**src/rtl/tape_in_decoder.sv**
```systemverilog
// tape_in_decoder
//
// Turns the 16-bit line-in word from the audio codec interface into the
// single tape-input bit read by the Vector-06C I/O port. The block runs in the
// codec clock domain. It tracks and removes the DC offset, slices the result
// with hysteresis and a hold-off, and flags whether a tape signal is present.
//
// Ports
//   iCLK_18_4   in   1  18.432 MHz codec clock, the only clock of the block
//   iRST_N      in   1  asynchronous active-low reset
//   iLRCK       in   1  codec LR clock, asynchronous, synchronized here
//   iSAMPLE     in  16  line-in sample, two's complement, stable after the
//                       LRCK falling edge
//   oSAMPLE_STB out  1  one-clock pulse per accepted sample
//   oTAPEIN     out  1  sliced tape bit, equals the comparator state
//                       (0 = LOW, 1 = HIGH)
//   oACTIVE     out  1  a transition happened within the last IDLE_SAMPLES
//   oDC         out 16  current DC estimate, signed
//
// Flow: oSAMPLE_STB is a valid-only strobe. There is no ready and no
// back-pressure; every LRCK falling edge yields exactly one strobe. Stage A
// runs in the strobe cycle and stage B in the cycle after it. Both finish
// long before the next strobe, which comes one LRCK period later.

module tape_in_decoder #(
    parameter int          DC_SHIFT     = 8,
    parameter logic [15:0] HYST         = 16'd512,
    parameter int          HOLDOFF      = 4,
    parameter int          IDLE_SAMPLES = 4800
) (
    input  logic        iCLK_18_4,
    input  logic        iRST_N,
    input  logic        iLRCK,
    input  logic [15:0] iSAMPLE,
    output logic        oSAMPLE_STB,
    output logic        oTAPEIN,
    output logic        oACTIVE,
    output logic [15:0] oDC
);

    localparam int                 ACC_W    = 16 + DC_SHIFT + 1;
    localparam logic        [3:0]  HOLD_LD  = HOLDOFF[3:0];
    localparam logic        [12:0] IDLE_MAX = IDLE_SAMPLES[12:0];
    localparam logic signed [16:0] HYST_P   = {1'b0, HYST};
    localparam logic signed [16:0] HYST_N   = -HYST_P;

    typedef enum logic {
        ST_LOW  = 1'b0,
        ST_HIGH = 1'b1
    } state_e;

    // LRCK synchronizer and strobe
    logic lrck_s1_q, lrck_s2_q, lrck_s3_q;
    logic stb_q;
    logic stage_b_q;

    // Datapath
    logic signed [15:0]      dc_q;
    logic signed [15:0]      x_q;
    logic signed [16:0]      diff_q;
    logic signed [ACC_W-1:0] acc_q;

    // Comparator FSM and activity tracking
    state_e      state_q;
    logic        tapein_q;
    logic [3:0]  holdoff_q;
    logic [12:0] idle_q;
    logic        active_q;

    // Stage A combinational terms
    logic signed [15:0]      dc_d;
    logic signed [16:0]      diff_d;
    logic signed [15:0]      x_d;
    logic signed [ACC_W-1:0] acc_d;

    // Stage B combinational terms
    logic signed [16:0] x_ext;
    logic               go_high;
    logic               go_low;
    logic               transition;
    logic [12:0]        idle_d;

    // The accumulator holds the DC estimate scaled by 2^DC_SHIFT, so the
    // arithmetic shift yields the estimate itself. The low 16 bits are
    // enough because the tracker never leaves the sample range.
    assign dc_d   = 16'(acc_q >>> DC_SHIFT);
    assign diff_d = {iSAMPLE[15], iSAMPLE} - {dc_d[15], dc_d};

    // Saturate the 17-bit difference into 16 bits. Overflow shows up as a
    // mismatch between the top two bits, and bit 16 gives the true sign.
    always_comb begin
        x_d = diff_d[15:0];
        if (diff_d[16] != diff_d[15]) begin
            x_d = diff_d[16] ? 16'sh8000 : 16'sh7FFF;
        end
    end

    // The tracker integrates the unsaturated difference, so the estimate
    // follows the true offset even when x is clipped.
    assign acc_d = acc_q + {{DC_SHIFT{diff_q[16]}}, diff_q};

    assign x_ext      = {x_q[15], x_q};
    assign go_high    = (state_q == ST_LOW)  && (x_ext > HYST_P) && (holdoff_q == 4'd0);
    assign go_low     = (state_q == ST_HIGH) && (x_ext < HYST_N) && (holdoff_q == 4'd0);
    assign transition = go_high || go_low;

    always_comb begin
        idle_d = idle_q;
        if (transition) begin
            idle_d = 13'd0;
        end else if (idle_q < IDLE_MAX) begin
            idle_d = idle_q + 13'd1;
        end
    end

    // Synchronizer, strobe and datapath registers
    always_ff @(posedge iCLK_18_4 or negedge iRST_N) begin
        if (!iRST_N) begin
            lrck_s1_q <= 1'b0;
            lrck_s2_q <= 1'b0;
            lrck_s3_q <= 1'b0;
            stb_q     <= 1'b0;
            stage_b_q <= 1'b0;
            dc_q      <= '0;
            x_q       <= '0;
            diff_q    <= '0;
            acc_q     <= '0;
        end else begin
            lrck_s1_q <= iLRCK;
            lrck_s2_q <= lrck_s1_q;
            lrck_s3_q <= lrck_s2_q;
            // Previous value high, current value low: falling edge.
            stb_q     <= lrck_s3_q & ~lrck_s2_q;
            stage_b_q <= stb_q;
            if (stb_q) begin
                dc_q   <= dc_d;
                x_q    <= x_d;
                diff_q <= diff_d;
            end
            if (stage_b_q) begin
                acc_q <= acc_d;
            end
        end
    end

    // Comparator FSM with hold-off and activity tracking, updated in stage B
    always_ff @(posedge iCLK_18_4 or negedge iRST_N) begin
        if (!iRST_N) begin
            state_q   <= ST_LOW;
            tapein_q  <= 1'b0;
            holdoff_q <= 4'd0;
            idle_q    <= IDLE_MAX;
            active_q  <= 1'b0;
        end else if (stage_b_q) begin
            case (state_q)
                ST_LOW: begin
                    if (go_high) begin
                        state_q  <= ST_HIGH;
                        tapein_q <= 1'b1;
                    end
                end
                ST_HIGH: begin
                    if (go_low) begin
                        state_q  <= ST_LOW;
                        tapein_q <= 1'b0;
                    end
                end
                default: begin
                    state_q  <= ST_LOW;
                    tapein_q <= 1'b0;
                end
            endcase
            if (transition) begin
                holdoff_q <= HOLD_LD;
            end else if (holdoff_q != 4'd0) begin
                holdoff_q <= holdoff_q - 4'd1;
            end
            idle_q   <= idle_d;
            active_q <= (idle_d < IDLE_MAX);
        end
    end

    assign oSAMPLE_STB = stb_q;
    assign oTAPEIN     = tapein_q;
    assign oACTIVE     = active_q;
    assign oDC         = dc_q;

endmodule

```
**config.mk**
```make
export PLATFORM = sky130hd
export DESIGN_NAME = tape_in_decoder
export DESIGN_NICKNAME = d
export VERILOG_FILES = /design/src/rtl/tape_in_decoder.sv
export SDC_FILE = /design/constraint.sdc
export NUM_CORES = 1
export LEC_CHECK = 0
export BUFFER_PORTS_ARGS = -buffer_cell sky130_fd_sc_hd__buf_2
export CAP_MARGIN = 20
export CORE_ASPECT_RATIO = 2
export CORE_MARGIN = 2
export CORE_UTILIZATION = 45
export DETAILED_ROUTE_END_ITERATION = 6
export SLEW_MARGIN = 20
export SYNTH_ARGS = -nofsm -noshare
export SYNTH_HDL_FRONTEND = slang
export SYNTH_SLANG_ARGS = --single-unit
```
**constraint.sdc**
```tcl
create_clock -name iCLK_18_4 -period 3.59 [get_ports iCLK_18_4]
set_input_delay 0.5385 -clock iCLK_18_4 [delete_from_list [all_inputs] [get_ports iCLK_18_4]]
set_output_delay 0.5385 -clock iCLK_18_4 [all_outputs]
set_load 0.1 [all_outputs]
```
# Yosys cells after proc, flatten, opt, wreduce, memory -nomap -nowiden
# Cells that the tools add are included.
[totals]
reg_bits = 99
latch_bits = 0
ramBits = 0
mem_bits_ro = 0
inputBits = 19
output_inout_bits = 19
elab_cells = 50
memories = 0
[op_classes]
add_sub_neg = 4
mul = 0
div_mod_pow = 0
magnitude_cmp = 4
eq_ne = 3
shifts = 0
n_mux = 12
n_bitwise = 3
n_reduce_logical = 10
[ops]
columns = ["operator", "n"]
rows = [
  ["16-bit 2-to-1 mux", 2],
  ["13-bit < comparator (second input constant)", 2],
  ["13-bit 2-to-1 mux", 2],
  ["25-bit adder", 1],
  ["16-bit by 16-bit subtractor with 17-bit output", 1],
  ["16-bit by 11-bit > comparator with 1-bit output (second input constant)", 1],
  ["16-bit by 10-bit < comparator with 1-bit output (second input constant)", 1],
  ["13-bit by 1-bit adder with 13-bit output (second input constant)", 1],
  ["4-bit 2-to-1 mux", 2],
  ["1-bit logical AND", 4],
  ["4-bit zero test", 1],
  ["1-bit 2-to-1 mux", 4],
  ["1-bit case mux with 2 select lines", 2],
  ["4-bit nonzero test", 1],
  ["4-bit by 1-bit subtractor with 4-bit output (second input constant)", 1],
  ["3-bit AND reduction", 1],
  ["2-bit by 1-bit != test with 1-bit output (second input constant)", 1],
  ["2-bit != test (second input constant)", 1],
  ["1-bit NOT", 2],
  ["2-bit AND reduction", 1],
  ["2-bit nonzero test", 1],
  ["1-bit bitwise AND", 1],
  ["1-bit logical OR", 1],
  ["1-bit != test", 1],
]

# Logic depth before layout (Yosys ltp)
[depth]
ltp_word = 6
mapped_depth = 12
ltp_nobuf = 11

# Least setup slack after synthesis
# OpenSTA, ideal clock, no wires.
[synth_path]
kind = "input-to-reg"
from = "input port iSAMPLE[0]"
to = "register diff_q[16]"
setup_time_ns = 0.119
arrival_ns = 2.718
required_time_ns = 3.471
path_slack_ns = 0.753
cell_stages = 12
path_buffers = 1
path_cell_list = "inv_1 -> ha_1 -> fa_1 -> nor2b_1 -> o31ai_1 -> a21oi_1 -> a21oi_1 -> nor4b_1 -> a21oi_1 -> clkbuf_1 -> nand2_1 -> o21a_1"
[synth_via]
elab_chain_len = 1
[synth_rtl]
columns = ["element", "line", "rtl"]
rows = [
  ["from (decl)", "34", "input logic [15:0] iSAMPLE,"],
  ["16-bit by 16-bit subtractor with 17-bit output", "87", "assign diff_d = {iSAMPLE[15], iSAMPLE} - {dc_d[15], dc_d};"],
  ["to (signal assigned)", "138", "diff_q <= diff_d;"],
  ["to (decl)", "60", "logic signed [16:0] diff_q;"],
]
# Every way passes these cells.
# A chain may end at the register's enable or synchronous reset.

# Worst setup path in the final report
[layout_path]
from = "register acc_q[9]"
to = "register x_q[0]"
[layout_via]
elab_chain_len = 3
elab_cells_between_ends = 4
cone_classes = "1 x add/sub; 1 x eq/ne; 2 x mux"
[layout_rtl]
columns = ["element", "line", "rtl"]
rows = [
  ["from (decl)", "61", "logic signed [ACC_W-1:0] acc_q;"],
  ["from (signal assigned)", "127", "acc_q <= '0;"],
  ["from (signal assigned)", "141", "acc_q <= acc_d;"],
  ["16-bit by 16-bit subtractor with 17-bit output (*)", "87", ""],
  ["16-bit 2-to-1 mux or 1-bit != test (tied branches)", "94, 93", ""],
  ["16-bit 2-to-1 mux (*)", "93", "if (diff_d[16] != diff_d[15]) begin"],
  ["to (signal assigned)", "125", "x_q <= '0;"],
  ["to (signal assigned)", "137", "x_q <= x_d;"],
  ["to (decl)", "59", "logic signed [15:0] x_q;"],
]
# Mark *: on every way between the ends. The rest lies on a longest branch, timed or not.

==> results.py <==
metrics = {
    "yosys": {
        "synth-edff-count": 0,
        "postSynthAreaPerCell_um2": 9.64,
        "synth_seq_cells": 98,
        "ys_warn_count": 0,
        "syn_area_mm2": 0.00605,
        "synthArstFlopShare_pct": 100,
        "ys_seq_area_share_pct": 40.6,
        "postSynthCellCount": 627,
        "synth_flop_cell": "dfrtp_1",
        "synth.most_common_cell": "dfrtp_1",
        "synthesis.nets": 690,
        "synth_area_leaders": "dfrtp_1, ha_1, mux2_2",
        "synth_cell_type_count": 60,
        "synthTopCellsByCount": "dfrtp_1, o21ai_0, nand2_1, inv_1, ha_1",
        "synth_top_cell_area_share_pct": 38.9,
        "yosys.area.top_type": "dfrtp_1",
    },
    "clocking": {
        "worstSkewPairLatency_ns": 0.35,
        "post_cts_buffers": 0,
        "cts.clk_slew.worst_paths_ns": 0.07,
        "cts_resized": 0,
        "cts_buffer_depth": 2,
        "h-tree-depth": 3,
        "root_buffer": "clkbuf_16",
        "hold_buffers": 0,
        "cts_buffers": 9,
        "cts_tree": "built",
        "clock-sinks": 98,
    },
    "sta": {
        "rsz0062_at_grt": "no",
        "slew_headroom_pct": 50.8,
        "setup_violations": 0,
        "drv_slew": 0,
        "finalHoldViolations": 0,
        "skew_ns": 0.00871,
        "fin_crit_sh_pct": 83.6,
        "clock.fmax_ghz": 0.333,
        "period_needed_ns": 3.00,
        "worst_pin_slew_ns": 0.739,
        "hold-worst-slack_ns": 0.236,
        "tns_ns": 0,
    },
    "global_routing": {
        "grt.total_usage_pct": 19.5,
        "overflow": 0,
        "grt_pass1_vias": 4738,
        "grt_pass1_wl_um": 22700,
        "grt_max_degree": 53,
        "grt_antenna_before_repair": 0,
    },
    "floorplan": {
        "die-area_mm2": 0.0144,
        "rows": 60,
        "dieHeight_um": 168,
        "ios": 38,
        "start_util_pct": 45.5,
        "design.core.area_mm2": 0.0133,
        "die_w_um": 86.0,
    },
    "setup_path": {
        "reg2reg_depth": 11,
        "crit_type": "reg -> reg",
        "worst_setup_path_end_kind": "flop",
        "critPathRequiredTime_ns": 3.81,
        "rrSetupSlack_ns": 0.59,
        "regToRegStartpoint": "acc_q[9]",
        "crit_path_start_kind": "flop",
        "cp.arrival_ns": 3.23,
        "worstPathMaxFanout": 18,
        "worstReg2RegEnd": "x_q[0]",
    },
    "detailed_routing": {
        "drt-initial-drc-count": 241,
        "drc": 0,
        "viasPerCell": 5.75,
        "wire_per_inst_um": 16.1,
        "final_antenna_net_count": 0,
        "dr_wl_met2_um": 6010,
        "wirelength_um": 13200,
        "first_pass_iters": 4,
        "top_layer": "met4",
        "wl_met1_um": 6510,
        "wl_met3_um": 447,
        "num_vias": 4724,
    },
    "flow_run": {
        "cap_violations": 0,
    },
    "finish": {
        "finalNetCount": 724,
        "fillers": 1244,
        "diodes": 0,
        "drive_gt1_share_pct": 16.4,
        "area_growth_syn_to_layout_pct": 11.1,
        "fin_util_pct": 50.6,
    },
    "placement": {
        "post-dp-hpwl_um": 9700,
        "globalplace.congestion": 0.864,
        "io_buffers": 37,
    },
    "run_status": {
        "status": "completed",
    },
    "hold_path": {
        "min-delay-path-class": "in -> async",
    },
}
==> sequential cells by signal (all words and copies together), names as in the netlist, 4 cells and up <==
register / flops
oDC: 16
x_q: 16
diff_q: 17
acc_q: 24
holdoff_q: 4
idle_q: 13
==> final cells by class <==
class	instances	area, um2	area share [%]
Tap cell	155	194	2.89
Timing Repair Buffer	44	253	3.76
Clock buffer	13	240	3.57
Sequential cell	98	2460	36.6
Multi-Input combinational cell	463	3340	49.7
Inverter	45	169	2.51
Clock inverter	3	65.1	0.968
==> worst max-delay path: stages, from the launching register on <==
cell	delay, ns
dfrtp_1	0.45
inv_1	0.10
ha_1	0.27
nor2b_1	0.14
o31a_1	0.28
o41ai_2	0.29
o21ai_1	0.22
a211oi_2	0.27
xnor2_1	0.08
buf_4	0.20
maj3_2	0.31
mux2_2	0.26
==> how the worst max path moves through the flow <==
stage,startpoint,end
after global routing,acc_q[9],x_q[0]
after global placement,iSAMPLE[1],x_q[1]
after CTS,acc_q[9],x_q[0]
after detailed placement,iSAMPLE[1],x_q[0]
final,acc_q[9],x_q[0]
after floorplan,iSAMPLE[0],diff_q[16]
==> cell usage in the layout, fill, tap and decap left out, types with 4 or more instances in the layout <==
| cell type | n |
|---|---|
| dfrtp_1 | 93 |
| o21ai_0 | 56 |
| nand2_1 | 49 |
| inv_1 | 45 |
| ha_1 | 42 |
| mux2_2 | 41 |
| a21oi_1 | 40 |
| buf_2 | 36 |
| nor2_1 | 25 |
| xnor2_1 | 20 |
| a21o_1 | 14 |
| nand3_1 | 14 |
| o21a_1 | 12 |
| o22ai_1 | 12 |
| nor2b_1 | 11 |
| nor3_1 | 9 |
| xor2_1 | 9 |
| nand2b_1 | 9 |
| clkbuf_16 | 9 |
| mux2i_1 | 8 |
| o31ai_1 | 8 |
| a211oi_1 | 7 |
| a31oi_1 | 7 |
| buf_4 | 7 |
| and3_1 | 6 |
| o21bai_1 | 6 |
| nand4_1 | 5 |
| and2_1 | 4 |
| clkbuf_1 | 4 |
| dfstp_2 | 4 |
==> cell families after synthesis <==
| kind of cell | count (synthesis) | share of synthesized area, % |
|---|---|---|
| AOI/OAI and AO/OA | 192 | 20.3 |
| xor gates and xnor gates | 29 | 4.20 |
| adders and majority gates | 47 | 9.91 |
| buffers and inverters | 66 | 4.12 |
| DFF | 98 | 40.6 |
| muxes | 49 | 8.96 |
| and+or+nand+nor | 146 | 11.9 |
==> per-layer routing <==
| layer | vias to the layer above | global-route usage [%] |
|---|---|---|
| li1 | 2350 | - |
| met1 | 2262 | 27.9 |
| met2 | 90 | 29.9 |
| met3 | 22 | 3.19 |
| met4 | 0 | 6.21 |
| met5 | - | 0 |
==> through the flow <==
stage | std cells | instance area, um2 | setup WS, ns
after global placement | 805 | 6410 | 0.531
after global routing | 821 | 6720 | 0.406
after floorplan | 627 | 6050 | 0.753
after CTS | 821 | 6720 | 0.580
after detailed placement | 805 | 6410 | 0.470
final | 821 | 6720 | 0.590
Power is not shown: default switching activity piles up to over one toggle a cycle in this logic, so the estimate is an artifact.
